==> src/rtl/booth_dot_ctrl.sv <==
// -----------------------------------------------------------------------------
// booth_dot_ctrl
//
// Sequencer and accumulator wrapped around a booth multiplier. Signed operand
// pairs arrive on a valid/ready stream. Each pair goes to the multiplier with
// a one-cycle start pulse. The block waits for the multiplier's completion
// edge and adds the product into a signed accumulator. After N_TERMS products
// it presents the dot product, together with a sticky overflow flag, on a
// valid/ready output.
//
// Ports:
//   clk_i        clock, rising edge
//   rst_i        synchronous reset, active-high
//   in_valid_i   operand pair offered
//   in_ready_o   block can accept a pair (IDLE only)
//   in_x_i       signed operand X
//   in_y_i       signed operand Y
//   mul_start_o  one-cycle start pulse to the multiplier
//   mul_x_o      operand X to the multiplier, held until the product is taken
//   mul_y_o      operand Y to the multiplier, held until the product is taken
//   mul_valid_i  multiplier done (pulse or level; only the rising edge counts)
//   mul_z_i      signed product from the multiplier
//   out_valid_o  result available
//   out_ready_i  downstream accepts the result
//   out_acc_o    signed dot-product result (meaningful while out_valid_o=1)
//   out_ovf_o    sticky signed overflow seen while building this result
// -----------------------------------------------------------------------------
module booth_dot_ctrl #(
    parameter int OP_W    = 4,
    parameter int N_TERMS = 4,
    parameter int ACC_W   = 12
) (
    input  logic                clk_i,
    input  logic                rst_i,
    input  logic                in_valid_i,
    output logic                in_ready_o,
    input  logic [OP_W-1:0]     in_x_i,
    input  logic [OP_W-1:0]     in_y_i,
    output logic                mul_start_o,
    output logic [OP_W-1:0]     mul_x_o,
    output logic [OP_W-1:0]     mul_y_o,
    input  logic                mul_valid_i,
    input  logic [2*OP_W-1:0]   mul_z_i,
    output logic                out_valid_o,
    input  logic                out_ready_i,
    output logic [ACC_W-1:0]    out_acc_o,
    output logic                out_ovf_o
);

    // The counter has room for N_TERMS itself. The increment on the last
    // term therefore never wraps before DONE clears the counter.
    localparam int CNT_W = $clog2(N_TERMS + 1);
    localparam int EXT_W = ACC_W + 1 - 2 * OP_W;

    typedef enum logic [1:0] {
        IDLE  = 2'd0,
        ISSUE = 2'd1,
        WAIT  = 2'd2,
        DONE  = 2'd3
    } state_e;

    state_e             state_q, state_d;
    logic [OP_W-1:0]    mul_x_q, mul_x_d;
    logic [OP_W-1:0]    mul_y_q, mul_y_d;
    logic [ACC_W-1:0]   acc_q, acc_d;
    logic               ovf_q, ovf_d;
    logic [CNT_W-1:0]   count_q, count_d;
    logic               mul_valid_q;

    logic               mul_done;
    logic               last_term;
    logic [ACC_W:0]     sum_ext;

    // Only a rising edge of mul_valid_i completes a term. A multiplier that
    // holds valid as a level is therefore counted once per product.
    assign mul_done  = mul_valid_i & ~mul_valid_q;
    assign last_term = (count_q == CNT_W'(N_TERMS - 1));

    // The sum uses one guard bit. If the top two bits disagree, the true
    // result does not fit in ACC_W signed bits.
    assign sum_ext = {acc_q[ACC_W-1], acc_q}
                   + {{EXT_W{mul_z_i[2*OP_W-1]}}, mul_z_i};

    always_comb begin
        // NOTE: every signal assigned here gets a default first, so that no
        // path through the case leaves one unassigned and infers a latch.
        state_d     = state_q;
        mul_x_d     = mul_x_q;
        mul_y_d     = mul_y_q;
        acc_d       = acc_q;
        ovf_d       = ovf_q;
        count_d     = count_q;
        in_ready_o  = 1'b0;
        mul_start_o = 1'b0;
        out_valid_o = 1'b0;

        case (state_q)
            IDLE: begin
                in_ready_o = 1'b1;
                if (in_valid_i) begin
                    mul_x_d = in_x_i;
                    mul_y_d = in_y_i;
                    state_d = ISSUE;
                end
            end
            ISSUE: begin
                mul_start_o = 1'b1;
                state_d     = WAIT;
            end
            WAIT: begin
                if (mul_done) begin
                    acc_d   = sum_ext[ACC_W-1:0];
                    count_d = count_q + CNT_W'(1);
                    if (sum_ext[ACC_W] != sum_ext[ACC_W-1]) begin
                        ovf_d = 1'b1;
                    end
                    state_d = last_term ? DONE : IDLE;
                end
            end
            DONE: begin
                out_valid_o = 1'b1;
                if (out_ready_i) begin
                    acc_d   = '0;
                    count_d = '0;
                    ovf_d   = 1'b0;
                    state_d = IDLE;
                end
            end
            default: state_d = IDLE;
        endcase
    end

    always_ff @(posedge clk_i) begin
        // NOTE: state registers use non-blocking assignments, so every flop
        // samples the values from before the edge, whatever the statement order.
        if (rst_i) begin
            state_q     <= IDLE;
            mul_x_q     <= '0;
            mul_y_q     <= '0;
            acc_q       <= '0;
            ovf_q       <= 1'b0;
            count_q     <= '0;
            mul_valid_q <= 1'b0;
        end else begin
            state_q     <= state_d;
            mul_x_q     <= mul_x_d;
            mul_y_q     <= mul_y_d;
            acc_q       <= acc_d;
            ovf_q       <= ovf_d;
            count_q     <= count_d;
            // The edge detector tracks mul_valid_i in every state. An edge
            // that occurs outside WAIT is therefore absorbed and never counted later.
            mul_valid_q <= mul_valid_i;
        end
    end

    assign mul_x_o   = mul_x_q;
    assign mul_y_o   = mul_y_q;
    assign out_acc_o = acc_q;
    assign out_ovf_o = ovf_q;

endmodule

==> config.mk <==
export PLATFORM = sky130hd
export DESIGN_NAME = booth_dot_ctrl
export DESIGN_NICKNAME = d
export VERILOG_FILES = /design/src/rtl/booth_dot_ctrl.sv
export SDC_FILE = /design/constraint.sdc
export NUM_CORES = 1
export LEC_CHECK = 0
export ABC_CLOCK_PERIOD_IN_PS = 3100
export BUFFER_PORTS_ARGS = -buffer_cell sky130_fd_sc_hd__buf_2
export CORE_MARGIN = 2
export CORE_UTILIZATION = 30
export DETAILED_ROUTE_END_ITERATION = 16
export PLACE_DENSITY_LB_ADDON = 0.08
export SYNTH_ARGS = -nofsm -noshare
export SYNTH_HDL_FRONTEND = slang
export SYNTH_SLANG_ARGS = --single-unit
==> constraint.sdc <==
create_clock -name clk_i -period 3.1 [get_ports clk_i]
set_clock_uncertainty 0.15 [all_clocks]
set_input_delay 0.62 -clock clk_i [delete_from_list [all_inputs] [get_ports clk_i]]
set_output_delay 0.62 -clock clk_i [all_outputs]
set_load 0.02 [all_outputs]
==> results of run 1 <==
[layer usage]
layer	track usage	part of all wire	vias up
li1	-	-	783
met1	0.192	0.54	664
met2	0.216	0.41	31
met3	0.0221	0.038	4
met4	0.0421	0.011	0
met5	0	0	-
[synth_stat cells (all sizes together), types with 3 or more instances]
master  count
a211oi      5
a21oi      18
a22oi       6
and2        5
and3        3
buf         3
clkbuf      4
dfxtp      27
ha         14
inv         6
mux2i      10
nand2      10
nand3       5
nor2       27
nor3        3
o21ai      11
xnor2       3
[cells in the final DEF (no fill, tap or decap), types with 2 or more instances in the layout]
| master | Yosys | final |
|---|---|---|
| sky130_fd_sc_hd__nor2b_1 | 2 | 2 |
| sky130_fd_sc_hd__a21oi_1 | 18 | 18 |
| sky130_fd_sc_hd__ha_1 | 14 | 14 |
| sky130_fd_sc_hd__buf_2 | 1 | 44 |
| sky130_fd_sc_hd__xnor2_1 | 3 | 3 |
| sky130_fd_sc_hd__nor2_1 | 26 | 26 |
| sky130_fd_sc_hd__nor3_1 | 3 | 3 |
| sky130_fd_sc_hd__a211oi_1 | 4 | 4 |
| sky130_fd_sc_hd__mux2i_1 | 10 | 10 |
| sky130_fd_sc_hd__buf_4 | 1 | 2 |
| sky130_fd_sc_hd__xor2_1 | 2 | 2 |
| sky130_fd_sc_hd__clkbuf_8 | 0 | 3 |
| sky130_fd_sc_hd__dfxtp_1 | 27 | 27 |
| sky130_fd_sc_hd__nand2_1 | 10 | 10 |
| sky130_fd_sc_hd__o21ai_1 | 6 | 6 |
| sky130_fd_sc_hd__o21ai_0 | 4 | 4 |
| sky130_fd_sc_hd__o211ai_1 | 2 | 2 |
| sky130_fd_sc_hd__nand4_1 | 2 | 2 |
| sky130_fd_sc_hd__nand3_1 | 5 | 5 |
| sky130_fd_sc_hd__inv_1 | 6 | 6 |
| sky130_fd_sc_hd__a22oi_1 | 6 | 6 |
| sky130_fd_sc_hd__and2_1 | 4 | 4 |
| sky130_fd_sc_hd__and3_1 | 3 | 3 |
[power breakdown]
part           internal [uW]  leakage, uW  switching, uW  total [uW]
registers                361     0.000220           11.8         373
logic                   61.6     0.000669           88.8         150
clock network           91.7    0.0000217            128         220
[worst max-delay path: stages]
cell                       delay, ps
sky130_fd_sc_hd__buf_2           100
sky130_fd_sc_hd__ha_1            230
sky130_fd_sc_hd__fa_1            440
sky130_fd_sc_hd__a211oi_1        330
sky130_fd_sc_hd__o211ai_1        160
sky130_fd_sc_hd__and4_1          230
sky130_fd_sc_hd__o211a_1         200
sky130_fd_sc_hd__o41a_1          360
[state kept, by name, summed over array words and instances (netlist names)]
register     cells
mul_valid_q      1
count_q          3
mul_x_o          4
out_ovf_o        1
state_q          2
mul_y_o          4
out_acc_o       12
[layout make-up]
class	instances	area, um2
Timing Repair Buffer	46	235
Inverter	6	22.5
Tap cell	70	87.6
Clock buffer	3	41.3
Multi-Input combinational cell	150	1040
Clock inverter	1	7.51
Sequential cell	27	541
Fill cell	588	3230
[stage by stage]
step                 util  setup WS [ps]
floorplan               -            441
global placement    0.370            204
detailed placement  0.370            169
CTS                 0.379            469
global route        0.379            339
finish              0.379            470
[kinds of logic after synthesis]
logic type | after synthesis | share of synthesized area
buffers and inverters | 13 | 0.0374
AOI/OAI and AO/OA | 53 | 0.210
DFF | 27 | 0.330
xor gates and xnor gates | 5 | 0.0267
adders and majority gates | 15 | 0.119
and+or+nand+nor | 67 | 0.217
muxes | 10 | 0.0610
[worst max-delay path by stage]
stage	end	slack, ps	depth (start not counted)
final	out_ovf_o	470	8
after global routing	out_ovf_o	340	8
after CTS	out_ovf_o	470	8
after detailed placement	out_ovf_o	170	8
after global placement	out_ovf_o	200	8
after floorplan	out_ovf_o	440	7
==> out/qor_table.md, run 1 <==
| Parameter | This run |
| --- | --- |
| Result of the run | finished, final reports clean |
| Leakage component of the power | 0.000911 uW |
| FMAX | 0.380 GHz |
| Type of origin of the critical path | input port |
| Count of buffers inserted at the top-level ports | 44 |
| Hold_buf cts | 0 |
| Post-synthesis cell type with the largest combined area | sky130_fd_sc_hd__dfxtp_1 |
| Number of unique standard cell types used by synthesis | 50 |
| Count of yosys warnings during synthesis | 0 |
| Hold Vio Cnt, Final | 0 |
| Resize count post-CTS | 0 |
| CTS H-tree depth | 1 |
| Peak VDD IR | 0.158 mV |
| Tot Pwr | 743 uW |
| Effective utilization at floorplan | 0.315 |
| Worst Hold Class | reg -> reg |
| DRT iter0 DRCs | 67 |
| Die Area | 6080 um2 |
| First-pass iteration count of the detailed router | 4 |
| Initial antenna violation count | 0 |
| Ys flop type | sky130_fd_sc_hd__dfxtp_1 |
| Gate count after technology mapping | 190 |
| Final instance count without filler cells | 303 |
| Register area share after synthesis | 0.330 |
| RSZ-0062 raised after global routing | no |
| CTS tree | done |
| Arr. time, crit path | 2660 ps |
| Worst reg-to-reg setup slack | 570 ps |
| Final global-route overflow total | 0 |
| Io pins | 45 |
| Number of cells in the design after placement | 299 |
| Total number of vias | 1482 |
| Power density cells | 377 nW/um2 |
| Clock Pin Slew Worst Setup and Hold Paths | 110 ps |
| Clock root cell | sky130_fd_sc_hd__clkbuf_8 |
| GPL Wtd Cong | 0.785 |
| Post-DP HPWL | 2.95 mm |
| Flops & latches, synth | 27 |
| CTS Sinks | 27 |
| Fraction of registers with async set/reset | 0 |
| Worst hold path stage count | 2 |
| Sort of element at the end of the critical path | flop |
| Setup TNS | 0 ps |
| Worst Setup Path Type | in -> reg |
| Hold Path End | out_acc_o[5] |
| Diodes inserted | 0 |
| Total routing resource utilization after global routing | 0.137 |
| Post-detailed-routing wire length | 4.06 mm |
| Clock period minus final worst setup slack | 2630 ps |
| Via count of the first global-routing pass | 1397 |
| Core area | 5200 um2 |
| Setup violation total in the final timing report | 0 |
| Post-synthesis instance area | 1640 um2 |
| Site Rows | 26 |
| Logic depth of the worst register-to-register path | 7 |
| Overall die height | 77.9 um |
| Critical Path RT | 3130 ps |
| Worst min-delay path startpoint | out_acc_o[5] |
| Post-detailed-placement cell area | 1920 um2 |
| Vias per std cell | 4.89 |
| Count of nets left with antenna violations after detail routing | 0 |
| Tightest Pin Transition | 522 ps |
| Count of unresolved DRC violations after routing | 0 |
| Maximum clock insertion buffer count | 2 |
| TritonCTS buffer count | 3 |
| Post-Syn Area per Cell | 8.63 um2 |
| Largest fanout on the critical path | 3 |
| Largest cells by area after synthesis | sky130_fd_sc_hd__dfxtp_1, sky130_fd_sc_hd__ha_1, sky130_fd_sc_hd__mux2i_1 |
| Beginning of the critical path | mul_z_i[0] |
| Nets in the synthesized netlist | 226 |
| Number of max-cap violations | 0 |
| Setup Buffers After CTS | 0 |
| Net count, final | 270 |
| Post-synth top area share | 0.330 |
| Ratio of final minimum period to clock period | 0.848 |
| Average routed wire per standard cell | 13.4 um |
| Relative area change from synthesis to final layout | 20.3% |
| Critical register-to-register path endpoint | out_ovf_o |
| Worst slew margin | 0.652 |
| Post-synth EDFFs | 0 |
| Wire length of the first global-routing pass | 6.75 mm |
| Insertion delay to the later sink of the worst-skew pair | 290 ps |
| Slew Viols, Final | 0 |
| Smallest hold slack | 336 ps |
| Critical R2R Launch | out_acc_o[0] |
| Pin count of the biggest net entering global routing | 26 |
| Final cell area excluding filler cells | 1970 um2 |
| Share of layout cells above drive strength 1 | 0.245 |
| Width of the die | 77.9 um |
Note: power is estimated with default switching activity, not from simulation.
==> run 2: changes to the inputs <==
--- a/config.mk
+++ b/config.mk
@@ -5,7 +5,7 @@
 export SDC_FILE = /design/constraint.sdc
 export NUM_CORES = 1
 export LEC_CHECK = 0
-export ABC_CLOCK_PERIOD_IN_PS = 3100
+export ABC_CLOCK_PERIOD_IN_PS = 2500
 export BUFFER_PORTS_ARGS = -buffer_cell sky130_fd_sc_hd__buf_2
 export CORE_MARGIN = 2
 export CORE_UTILIZATION = 30
==> constraint.sdc (replaced) <==
create_clock -name clk_i -period 2.5 [get_ports clk_i]
set_clock_uncertainty 0.15 [all_clocks]
set_input_delay 0.5 -clock clk_i [delete_from_list [all_inputs] [get_ports clk_i]]
set_output_delay 0.5 -clock clk_i [all_outputs]
set_load 0.02 [all_outputs]
==> out/qor_table.md, run 2 (synthesis results as in run 1) <==
| Parameter | This run |
| --- | --- |
| Net count, final | 278 |
| Final global-route overflow total | 0 |
| Resize count post-CTS | 0 |
| Register share of total power | 0.506 |
| Wire length of the first global-routing pass | 6.86 mm |
| Diodes inserted | 0 |
| Type of origin of the critical path | flop |
| DRT iter0 DRCs | 72 |
| Count of nets left with antenna violations after detail routing | 0 |
| Overall die height | 77.9 um |
| Flip-flop count of the largest register, all copies and words added | 12 |
| CTS Sinks | 27 |
| Cell type of the slowest stage on the worst timing path | sky130_fd_sc_hd__fa_1 |
| Worst slew margin | 0.684 |
| Clock power frac | 0.282 |
| Tightest Pin Transition | 473 ps |
| Tot Pwr | 913 uW |
| Sort of element at the end of the critical path | flop |
| Share of total power in combinational logic | 0.212 |
| Effective utilization at floorplan | 0.315 |
| Ordered list of cells on the worst path | ha_1 > fa_1 > a211oi_2 > o211ai_1 > and4_1 > o211a_1 > o41a_1 |
| Largest fanout on the critical path | 3 |
| CTS H-tree depth | 1 |
| Core area | 5200 um2 |
| Critical Path RT | 2520 ps |
| Total number of vias | 1530 |
| Hold_buf cts | 0 |
| Largest delay share family, worst path | compound AO/OA/AOI/OAI gates |
| Setup Buffers After CTS | 0 |
| Worst Setup Path Type | reg -> reg |
| RSZ-0062 raised after global routing | no |
| Clock Pin Slew Worst Setup and Hold Paths | 100 ps |
| Average routed wire per standard cell | 12.8 um |
| Ratio of final minimum period to clock period | 0.942 |
| Crit-path max cell delay | 410 ps |
| Setup violation total in the final timing report | 0 |
| Commonest non-fill, non-tap cell in the layout | sky130_fd_sc_hd__buf_2 |
| Site Rows | 26 |
| Count of unresolved DRC violations after routing | 0 |
| Share of layout cells above drive strength 1 | 0.274 |
| Worst reg-to-reg setup slack | 140 ps |
| Result of the run | finished, final reports clean |
| Worst Hold Class | in -> reg |
| Peak VDD IR | 0.200 mV |
| Number of filler cells placed in the layout | 570 |
| Width of the die | 77.9 um |
| Placement-stage worst setup slack | -149 ps |
| Share of the core filled with cells | 0.392 |
| Arr. time, crit path | 2370 ps |
| First-pass iteration count of the detailed router | 4 |
| FMAX | 0.425 GHz |
| Relative area change from synthesis to final layout | 24.3% |
| TritonCTS buffer count | 3 |
| Io pins | 45 |
| Initial antenna violation count | 0 |
| Clock root cell | sky130_fd_sc_hd__clkbuf_8 |
| Total internal power | 643 uW |
| Clock period minus final worst setup slack | 2360 ps |
| Switch share | 0.295 |
| Switching power summed over all nets | 270 uW |
| Power density cells | 448 nW/um2 |
| GPL Wtd Cong | 0.853 |
| Worst Slack Setup Final | 145 ps |
| Insertion delay to the later sink of the worst-skew pair | 270 ps |
| Post-DP HPWL | 3.03 mm |
| Pin count of the biggest net entering global routing | 24 |
| Hold Vio Cnt, Final | 0 |
| Vias per std cell | 4.92 |
| Die Area | 6080 um2 |
| Number of cells in the design after placement | 307 |
| Via count of the first global-routing pass | 1441 |
| Maximum clock insertion buffer count | 2 |
| CTS tree | done |
| Post-detailed-routing wire length | 3.99 mm |
| Total routing resource utilization after global routing | 0.140 |
| Commonest non-fill, non-tap cells in the layout | sky130_fd_sc_hd__buf_2, sky130_fd_sc_hd__dfxtp_1, sky130_fd_sc_hd__nor2_1 |
| Slew Viols, Final | 0 |
| Leakage component of the power | 0.000950 uW |
| Final instance count without filler cells | 311 |
| Number of max-cap violations | 0 |
| Buffer and inverter count on the worst path | 0 |
| Count of buffers inserted at the top-level ports | 44 |
-- run 2: cell count changes in the layout (fill, tap and decap cells not counted) --
| cell | previous run | this run |
|---|---|---|
| sky130_fd_sc_hd__a211oi_1 | 4 | 3 |
| sky130_fd_sc_hd__a211oi_2 | 1 | 2 |
| sky130_fd_sc_hd__buf_4 | 2 | 10 |
-- run 2: layer usage --
metal | vias up | GRT usage | wire (um)
met4 | 0 | 0.0421 | 24
met5 | - | 0 | 0
met3 | 2 | 0.0244 | 161
met1 | 700 | 0.196 | 2050
met2 | 33 | 0.219 | 1750
li1 | 795 | - | -
-- run 2: layout make-up --
type / instances / area [um2] / area share
clock buffer: 3 / 41.3 / 0.0203
clock inverter: 1 / 7.51 / 0.00368
inverter: 6 / 22.5 / 0.0110
multi-input combinational: 150 / 1040 / 0.512
sequential: 27 / 541 / 0.265
tap: 70 / 87.6 / 0.0430
timing repair buffer: 54 / 295 / 0.145
-- run 2: through the flow --
| step | TNS, ps | instance area, um2 | hold WS [ps] |
|---|---|---|---|
| floorplan | 0 | 1650 | 304 |
| global placement | -118 | 1990 | 315 |
| detailed placement | -149 | 1990 | 323 |
| CTS | 0 | 2040 | 256 |
| global route | 0 | 2040 | 253 |
| finish | 0 | 2040 | 267 |
-- run 2: final timing paths --
path	startpoint	end	cells after the start
max reg2reg	out_acc_o[0]	out_ovf_o	7
min reg2reg	out_acc_o[5]	out_acc_o[5]	2
min	out_ready_i	state_q[1]	2
max	out_acc_o[0]	out_ovf_o	7
-- run 2: power groups by stage --
stage / Clock, uW / Combinational, uW / Sequential, uW
after floorplan: 0 / 115 / 487
after global placement: 0 / 197 / 472
after detailed placement: 0 / 195 / 472
after CTS: 275 / 196 / 462
after global routing: 299 / 216 / 465
final: 258 / 194 / 462
==> run 3: changes to the inputs <==
--- a/config.mk
+++ b/config.mk
@@ -5,8 +5,8 @@
 export SDC_FILE = /design/constraint.sdc
 export NUM_CORES = 1
 export LEC_CHECK = 0
-export ABC_CLOCK_PERIOD_IN_PS = 2500
-export BUFFER_PORTS_ARGS = -buffer_cell sky130_fd_sc_hd__buf_2
+export ABC_CLOCK_PERIOD_IN_PS = 3000
+export BUFFER_PORTS_ARGS = -buffer_cell sky130_fd_sc_hd__buf_4
 export CORE_MARGIN = 2
 export CORE_UTILIZATION = 30
 export DETAILED_ROUTE_END_ITERATION = 16
==> constraint.sdc (replaced) <==
create_clock -name clk_i -period 3 [get_ports clk_i]
set_clock_uncertainty 0.15 [all_clocks]
set_input_delay 0.6 -clock clk_i [delete_from_list [all_inputs] [get_ports clk_i]]
set_output_delay 0.6 -clock clk_i [all_outputs]
set_load 0.02 [all_outputs]
==> out/qor_table.md, run 3 (synthesis results as in run 1) <==
| Parameter | This run |
| --- | --- |
| Worst slew margin | 0.682 |
| Ratio of final minimum period to clock period | 0.859 |
| Count of nets left with antenna violations after detail routing | 0 |
| Net count, final | 271 |
| Count of unresolved DRC violations after routing | 0 |
| Switch share | 0.301 |
| Overall die height | 77.9 um |
| Type of origin of the critical path | input port |
| Initial antenna violation count | 0 |
| Power density cells | 374 nW/um2 |
| Result of the run | finished, final reports clean |
| Setup TNS | 0 ps |
| Number of max-cap violations | 0 |
| FMAX | 0.388 GHz |
| First-pass iteration count of the detailed router | 4 |
| Vias per std cell | 4.95 |
| Hold Vio Cnt, Final | 0 |
| Ordered list of cells on the worst path | buf_4 > ha_1 > fa_1 > a211oi_1 > o211ai_1 > and4_1 > o211a_1 > o41a_1 |
| Commonest non-fill, non-tap cells in the layout | sky130_fd_sc_hd__buf_4, sky130_fd_sc_hd__dfxtp_1, sky130_fd_sc_hd__nor2_1 |
| Setup violation total in the final timing report | 0 |
| TritonCTS buffer count | 3 |
| Crit-path max cell delay | 440 ps |
| RSZ-0062 raised after global routing | no |
| Post-detailed-placement cell area | 2040 um2 |
| Leakage component of the power | 0.000935 uW |
| Relative area change from synthesis to final layout | 27.5% |
| Io pins | 45 |
| Die Area | 6080 um2 |
| Clock power frac | 0.289 |
| DRT iter0 DRCs | 53 |
| Share of total power in combinational logic | 0.218 |
| Post-DP HPWL | 2.98 mm |
| Register share of total power | 0.493 |
| Maximum clock insertion buffer count | 2 |
| Clock root cell | sky130_fd_sc_hd__clkbuf_8 |
| Hold_buf cts | 0 |
| Arr. time, crit path | 2610 ps |
| Peak VDD IR | 0.185 mV |
| Switching power summed over all nets | 235 uW |
| Post-detailed-routing wire length | 3.97 mm |
| Count of buffers inserted at the top-level ports | 44 |
| Width of the die | 77.9 um |
| Slew Viols, Final | 0 |
| Total number of vias | 1505 |
| Worst reg-to-reg setup slack | 520 ps |
| Site Rows | 26 |
| Total internal power | 547 uW |
| Worst Hold Class | reg -> reg |
| Largest fanout on the critical path | 3 |
| Diodes inserted | 0 |
| Share of the core filled with cells | 0.402 |
| Core area | 5200 um2 |
| CTS H-tree depth | 1 |
| Commonest non-fill, non-tap cell in the layout | sky130_fd_sc_hd__buf_4 |
| Final cell area excluding filler cells | 2090 um2 |
| Cell type of the slowest stage on the worst timing path | sky130_fd_sc_hd__fa_1 |
| Worst Setup Path Type | in -> reg |
| Pin count of the biggest net entering global routing | 26 |
| Via count of the first global-routing pass | 1393 |
| CTS Sinks | 27 |
| Tightest Pin Transition | 476 ps |
| Critical Path RT | 3040 ps |
| Clock period minus final worst setup slack | 2580 ps |
| Flip-flop count of the largest register, all copies and words added | 12 |
| Insertion delay to the later sink of the worst-skew pair | 290 ps |
| Resize count post-CTS | 0 |
| Final global-route overflow total | 0 |
| Average routed wire per standard cell | 13.0 um |
| CTS tree | done |
| Clock Pin Slew Worst Setup and Hold Paths | 110 ps |
| Effective utilization at floorplan | 0.315 |
| Total routing resource utilization after global routing | 0.135 |
| Setup Buffers After CTS | 0 |
| GPL Wtd Cong | 0.832 |
| Share of layout cells above drive strength 1 | 0.248 |
| Sort of element at the end of the critical path | flop |
| Wire length of the first global-routing pass | 6.62 mm |
## run 3: cell count changes in the layout (fill, tap and decap cells not counted)
cell | before | now
sky130_fd_sc_hd__a211oi_1 | 3 | 4
sky130_fd_sc_hd__buf_4 | 10 | 47
sky130_fd_sc_hd__buf_2 | 44 | 0
sky130_fd_sc_hd__a211oi_2 | 2 | 1
## run 3: per-stage QoR
step                      instances  setup WS, ps  hold WS [ps]  total power, uW
after global routing            304           296           354              828
after floorplan                 190           361           304              501
after detailed placement        300           105           327              565
after global placement          300           150           317              566
final                           304           422           335              782
after CTS                       304           415           339              794
## run 3: power groups by stage
stage / combinational (uW) / clock (uW) / sequential, uW
2_1_floorplan: 95.5 / 0 / 406
6_report: 171 / 226 / 386
5_1_grt: 188 / 251 / 389
4_1_cts: 172 / 236 / 386
3_5_place_dp: 172 / 0 / 394
3_3_place_gp: 172 / 0 / 394
## run 3: path summary, 6_finish.rpt
kind	cells past startpoint	startpoint	endpoint
max	8	mul_z_i[0]	out_ovf_o
min	2	out_acc_o[5]	out_acc_o[5]
max reg2reg	7	out_acc_o[0]	out_ovf_o
min reg2reg	2	out_acc_o[5]	out_acc_o[5]
## run 3: critical path, delay by kind of cell
kind	cells	cell delay [ps]
AO/OA/AOI/OAI	4	1010
buffers and inverters	1	110
adder cells (fa/ha/maj)	2	670
AND/OR/NAND/NOR	1	230
## run 3: final cells by class
class                           count  area [um2]
Fill cell                         578        3110
Multi-Input combinational cell    150        1040
Sequential cell                    27         541
Timing Repair Buffer               47         353
Tap cell                           70        87.6
Clock buffer                        3        41.3
Inverter                            6        22.5
Clock inverter                      1        7.51
## run 3: metal layers
metal / routed length, um / vias up / track usage
li1: - / 781 / -
met1: 2070 / 693 / 0.196
met2: 1720 / 27 / 0.203
met3: 131 / 4 / 0.0233
met4: 48 / 0 / 0.0386
met5: 0 / - / 0
